<file path="src/rtl/rx_buffer_pkg.sv">
// Shared address map and status layout for the UART receive/transmit buffers.
// Latency: n/a (constants, types and one helper function only).
// Backpressure: n/a.
package rx_buffer_pkg;

    // Receive buffer window: slots at BASE..BASE+DEPTH-1, status at BASE+DEPTH.
    localparam int RXB_BASE_ADDR = 10;
    localparam int RXB_DEPTH     = 4;
    localparam int RXB_STAT_OFS  = RXB_DEPTH;
    localparam int RXB_CNT_W     = 3;

    // Status register bit positions.
    localparam int STAT_FULL    = 0;
    localparam int STAT_OVR     = 1;
    localparam int STAT_CNT_LSB = 2;
    localparam int STAT_CNT_MSB = 4;

    // Transmit buffer window (6..9); kept here so the two windows stay disjoint.
    localparam int TXB_BASE_ADDR = 6;
    localparam int TXB_DEPTH     = 4;

    typedef enum logic {
        ST_FILL = 1'b0,
        ST_FULL = 1'b1
    } rxb_state_t;

    // Pack count and flags into the CPU-visible status byte.
    function automatic logic [7:0] rxb_status(input logic [RXB_CNT_W-1:0] cnt,
                                              input logic                 ovr,
                                              input logic                 is_full);
        logic [7:0] s;
        s                             = 8'h00;
        s[STAT_FULL]                  = is_full;
        s[STAT_OVR]                   = ovr;
        s[STAT_CNT_MSB:STAT_CNT_LSB]  = cnt;
        return s;
    endfunction

endpackage

</file>
<file path="src/rtl/rx_buffer.sv">
// Receive buffer: captures DEPTH bytes from the UART receiver, CPU reads them by address.
// Latency: 1 cycle from rd to r_data; full rises the cycle after the last byte is captured.
// Backpressure: none; bytes arriving while full are dropped and flagged via sticky overrun.
//
// Ports:
//   clk, reset            clock (rising edge), asynchronous active-high reset
//   rx_done_tick, rx_data byte-valid pulse and byte from the UART receiver
//   rd, address, r_data   CPU read strobe, 4-bit address, registered read data
//   clr                   CPU release pulse: restart filling, clear flags
//   full, overrun, count  buffer status
module rx_buffer
    import rx_buffer_pkg::*;
#(
    parameter int DEPTH     = RXB_DEPTH,
    parameter int BASE_ADDR = RXB_BASE_ADDR
) (
    input  logic       clk,
    input  logic       reset,
    input  logic       rx_done_tick,
    input  logic [7:0] rx_data,
    input  logic       rd,
    input  logic [3:0] address,
    input  logic       clr,
    output logic [7:0] r_data,
    output logic       full,
    output logic       overrun,
    output logic [2:0] count
);

    localparam int CNT_W = RXB_CNT_W;

    rxb_state_t       state;
    logic [7:0]       slots [DEPTH];
    logic [CNT_W-1:0] fill_cnt;
    logic             fill_open;
    logic             ovr_base;
    logic [7:0]       rd_mux;

    // A clr in the same cycle as a byte takes effect first, so the byte
    // lands in slot 0 of a freshly released buffer.
    always_comb begin
        fill_cnt  = clr ? '0 : count;
        fill_open = clr || (state == ST_FILL);
        ovr_base  = clr ? 1'b0 : overrun;
    end

    always_ff @(posedge clk or posedge reset) begin
        if (reset) begin
            state   <= ST_FILL;
            count   <= '0;
            overrun <= 1'b0;
            for (int i = 0; i < DEPTH; i++) begin
                slots[i] <= 8'h00;
            end
        end else begin
            state   <= clr ? ST_FILL : state;
            count   <= fill_cnt;
            overrun <= ovr_base;
            if (rx_done_tick) begin
                if (fill_open) begin
                    count <= fill_cnt + CNT_W'(1);
                    if (fill_cnt == CNT_W'(DEPTH - 1)) begin
                        state <= ST_FULL;
                    end
                end else begin
                    overrun <= 1'b1;
                end
            end
            // Slot contents survive clr; only the fill pointer restarts.
            for (int i = 0; i < DEPTH; i++) begin
                if (rx_done_tick && fill_open && (fill_cnt == CNT_W'(i))) begin
                    slots[i] <= rx_data;
                end
            end
        end
    end

    // full is a decode of the state register, so it has no path from inputs.
    assign full = (state == ST_FULL);

    // Read mux sees pre-edge slot and status values, so a same-cycle write
    // or status change is not visible until the following read.
    always_comb begin
        rd_mux = 8'h00;
        for (int i = 0; i < DEPTH; i++) begin
            if (address == 4'(BASE_ADDR + i)) begin
                rd_mux = slots[i];
            end
        end
        if (address == 4'(BASE_ADDR + DEPTH)) begin
            rd_mux = rxb_status(count, overrun, full);
        end
    end

    always_ff @(posedge clk or posedge reset) begin
        if (reset) begin
            r_data <= 8'h00;
        end else if (rd) begin
            r_data <= rd_mux;
        end
    end

endmodule

</file>
<file path="config.mk">
export PLATFORM = sky130hd
export DESIGN_NAME = rx_buffer
export DESIGN_NICKNAME = d
export VERILOG_FILES = /design/src/rtl/rx_buffer_pkg.sv /design/src/rtl/rx_buffer.sv
export SDC_FILE = /design/constraint.sdc
export NUM_CORES = 1
export LEC_CHECK = 0
export BUFFER_PORTS_ARGS = -buffer_cell sky130_fd_sc_hd__buf_4
export CAP_MARGIN = 10
export CELL_PAD_IN_SITES_DETAIL_PLACEMENT = 1
export CELL_PAD_IN_SITES_GLOBAL_PLACEMENT = 1
export CORE_MARGIN = 5
export CORE_UTILIZATION = 41
export DETAILED_ROUTE_END_ITERATION = 6
export PLACE_DENSITY = 0.73
export SLEW_MARGIN = 20
export SYNTH_ARGS = -nofsm -noshare
export SYNTH_HDL_FRONTEND = slang
export SYNTH_SLANG_ARGS = --single-unit
</file>
<file path="constraint.sdc">
create_clock -name clk -period 1.5 [get_ports clk]
set_input_delay 0.15 -clock clk [delete_from_list [all_inputs] [get_ports clk]]
set_output_delay 0.15 -clock clk [all_outputs]
set_load 0.05 [all_outputs]
</file>
==> reports/results.tsv <==
metric	value	unit
share of layout cells above drive strength 1	49.1	%
CP max-delay cell	dfrtp_2	
Layout Nets	243	
starting density of the core	42.7	%
clock transition at the registers of the reported paths	0.09	ns
Fill cells	536	
Max stage delay on crit path	0.40	ns
FF+latch count, synth	45	
Synth area leaders	dfrtp_1 (51%), mux2_2 (15%), mux2_4 (6.1%)	
cell leakage power	1.32	nW
post-route core utilization	55.4	%
Comb pwr share	25.6	%
skew final	0.0151	ns
relative slew slack	64.9	%
die height	83.4	µm
clock buffer depth	2	
Worst Setup Slack, final	-0.0681	ns
register area share after synthesis	51.0	%
sequential share of power	47.1	%
Clk pwr share	27.3	%
initial antenna violation count	0	
# IOs	30	
Yosys cell types	29	
die span in x	83.4	µm
Hold Violations, Final	0	
Tightest Pin Transition	0.523	ns
R2R Path Start	count[1]	
Met1 Wirelength	2490	µm
Layout area overhead	29.7	%
RSZ-0062 raised after global routing	yes	
clock sink count	45	
CP dominant cell by count	ha_4	
Worst EP required	1.67	ns
Max Clock Freq	638	MHz
status	finished, violations left	
total power	0.00349	W
Arr. time, crit path	1.74	ns
htree depth	2	
CTS root buf	clkbuf_8	
gr usage total	17.8	%
worst-path cell chain	nand2b_4 -> inv_4 -> ha_4 -> ha_4 -> nand2_4 -> nor2b_4 -> buf_12 -> mux2_4	
ANT cells	0	
Core ar.	0.00517	mm²
Detail Route Antenna Nets	0	
vias in the first global route	1817	
number of port buffers	29	
Switching Power	0.000989	W
Synth top area share	51.0	%
critical path class	register to register	
Final Slew Violations	0	
PwrDens	1220	mW/mm²
Worst Min Path Start	rx_data[2]	
DRT iter0 DRCs	43	
Final period util	105	%
Final Wtd Congestion	0.820	
Final min period	1.57	ns
pin count of the biggest net entering global routing	33	
Synth Warn #	0	
met3 wire len	212	µm
max cap viols	0	
area leader, netlist	dfrtp_1	
Mapped Cells	174	
Routed WL	6110	µm
via count	1560	
CP bufs+invs	2	
met2 WL	3260	µm
startpoint types	register	
Post-Syn Nets	196	
Post-route DRC	0	
crit path from	count[1]	
Routed WL per cell	20.9	µm
clk_lat worst skew	0.30	ns
Pre-antenna DRT Iters	4	
Die ar.	0.00696	mm²
num rows	26	
Sw Ratio	28.3	%
CTS tree	done	
Internal Power	0.00250	W
Worst Hold Class	primary input to register	
worst-path fanout max	8	
Setup TNS	-0.435	ns
Avg Cell Area, Syn	12.7	µm²
violations in the final reports	negative setup slack	
Worst VDD drop	735	µV
Post-DP HPWL	4070	µm
Worst path top cell family by delay	flip-flops	
post-DR vias/cell	5.34	
Top Layer Used	met4	
total gr overflow	0	
first-pass GRT wire length	9600	µm
number of CTS-inserted buffers	5	
Syn Std Cell Area	0.00221	mm²
final setup fails	8	
CP Capture Type	register	
[registers in the layout, indices dropped and copies added, names as in the netlist]
signal   cells
count        3
slots       32
r_data       8
overrun      1
full         1
[worst paths after layout]
path                             endpoint  slack, ns  cells after the start
max in group asynchronous        slots[4]       0.62                      4
worst min-delay path            slots[18]       0.09                      2
min in group asynchronous       slots[31]       0.39                      3
worst max-delay path             slots[4]      -0.07                      8
worst min register to register  slots[18]       0.50                      1
worst max register to register   slots[4]      -0.07                      8
[layout make-up]
class	count	area [µm²]	area share, %
well taps	70	87.6	3.06
multi-input cells	118	1140	39.7
clock buffers	7	86.3	3.01
clock inverters	1	30.0	1.05
inverters	7	31.3	1.09
repair buffers	44	362	12.6
flip-flops and latches	45	1130	39.5
[power by group through the flow]
stage | clock network [W] | logic [W] | registers, W
CTS | 0.000977 | 0.000872 | 0.00164
floorplan | 0 | 0.000490 | 0.00170
detailed placement | 0 | 0.000819 | 0.00166
finish | 0.000954 | 0.000892 | 0.00165
global route | 0.00103 | 0.000964 | 0.00167
global placement | 0 | 0.000781 | 0.00163
[cell usage after synthesis]
master / number
mux2_4: 9
nand2_4: 3
o21a_4: 1
inv_1: 7
mux2_1: 1
mux2i_1: 7
o221ai_1: 1
ha_1: 5
a32o_1: 4
nor2b_1: 1
nand2_1: 12
nand3_1: 1
a22oi_1: 3
o22ai_1: 5
a21oi_1: 8
o21ai_0: 5
nand2b_1: 7
nor2b_4: 1
dfrtp_1: 45
buf_6: 3
clkbuf_1: 1
a31oi_1: 1
nand2b_4: 1
nand3b_1: 1
nor3b_1: 1
nor3_1: 3
nor2_1: 7
a211oi_1: 1
mux2_2: 29
[through the flow]
| step | setup slack, ns | std cells | hold WS (ns) | cell area [µm²] |
|---|---|---|---|---|
| 2_1_floorplan | -0.252 | 174 | 0.216 | 2220 |
| 3_3_place_gp | -0.140 | 279 | 0.153 | 2570 |
| 3_5_place_dp | -0.232 | 279 | 0.155 | 2570 |
| 4_1_cts | -0.0466 | 290 | 0.0880 | 2820 |
| 5_1_grt | -0.117 | 292 | 0.0904 | 2870 |
| 6_report | -0.0681 | 292 | 0.0920 | 2870 |
[what timing repair did]
item	in CTS	in global routing
pin swaps	3	4
endpoints found under the hold margin	13	0
setup endpoints to repair	24	26
resized for setup	19	7
buffers inserted	2	2
hold buffers	1	0
[per-layer routing]
metal  up-vias  global-route usage (%)
met5         -                       0
met4         0                    7.16
met3        12                    4.26
met2        41                    32.4
met1       788                    19.8
li1        719                       -
[cells by family (layout without fill, tap and decap cells)]
group | Yosys count | after routing | share of synthesized area (%)
compound gates | 29 | 29 | 8.89
buf+inv | 11 | 59 | 2.89
flops | 45 | 45 | 51.0
fa+ha+maj | 5 | 5 | 2.83
simple gates | 38 | 38 | 9.85
mux | 46 | 46 | 24.6
[cells in the final DEF (no fill, tap or decap), types with 5 or more instances in the layout]
| cell type | netlist | layout |
|---|---|---|
| mux2_2 | 29 | 24 |
| o21ai_0 | 5 | 5 |
| nor2_1 | 7 | 6 |
| clkbuf_8 | 0 | 6 |
| dfrtp_1 | 45 | 41 |
| nand2b_1 | 7 | 5 |
| nand2_1 | 12 | 11 |
| o22ai_1 | 5 | 5 |
| mux2_4 | 9 | 14 |
| a21oi_1 | 8 | 8 |
| buf_4 | 0 | 40 |
| mux2i_1 | 7 | 7 |
No activity file was read; power rests on OpenSTA's default activity.
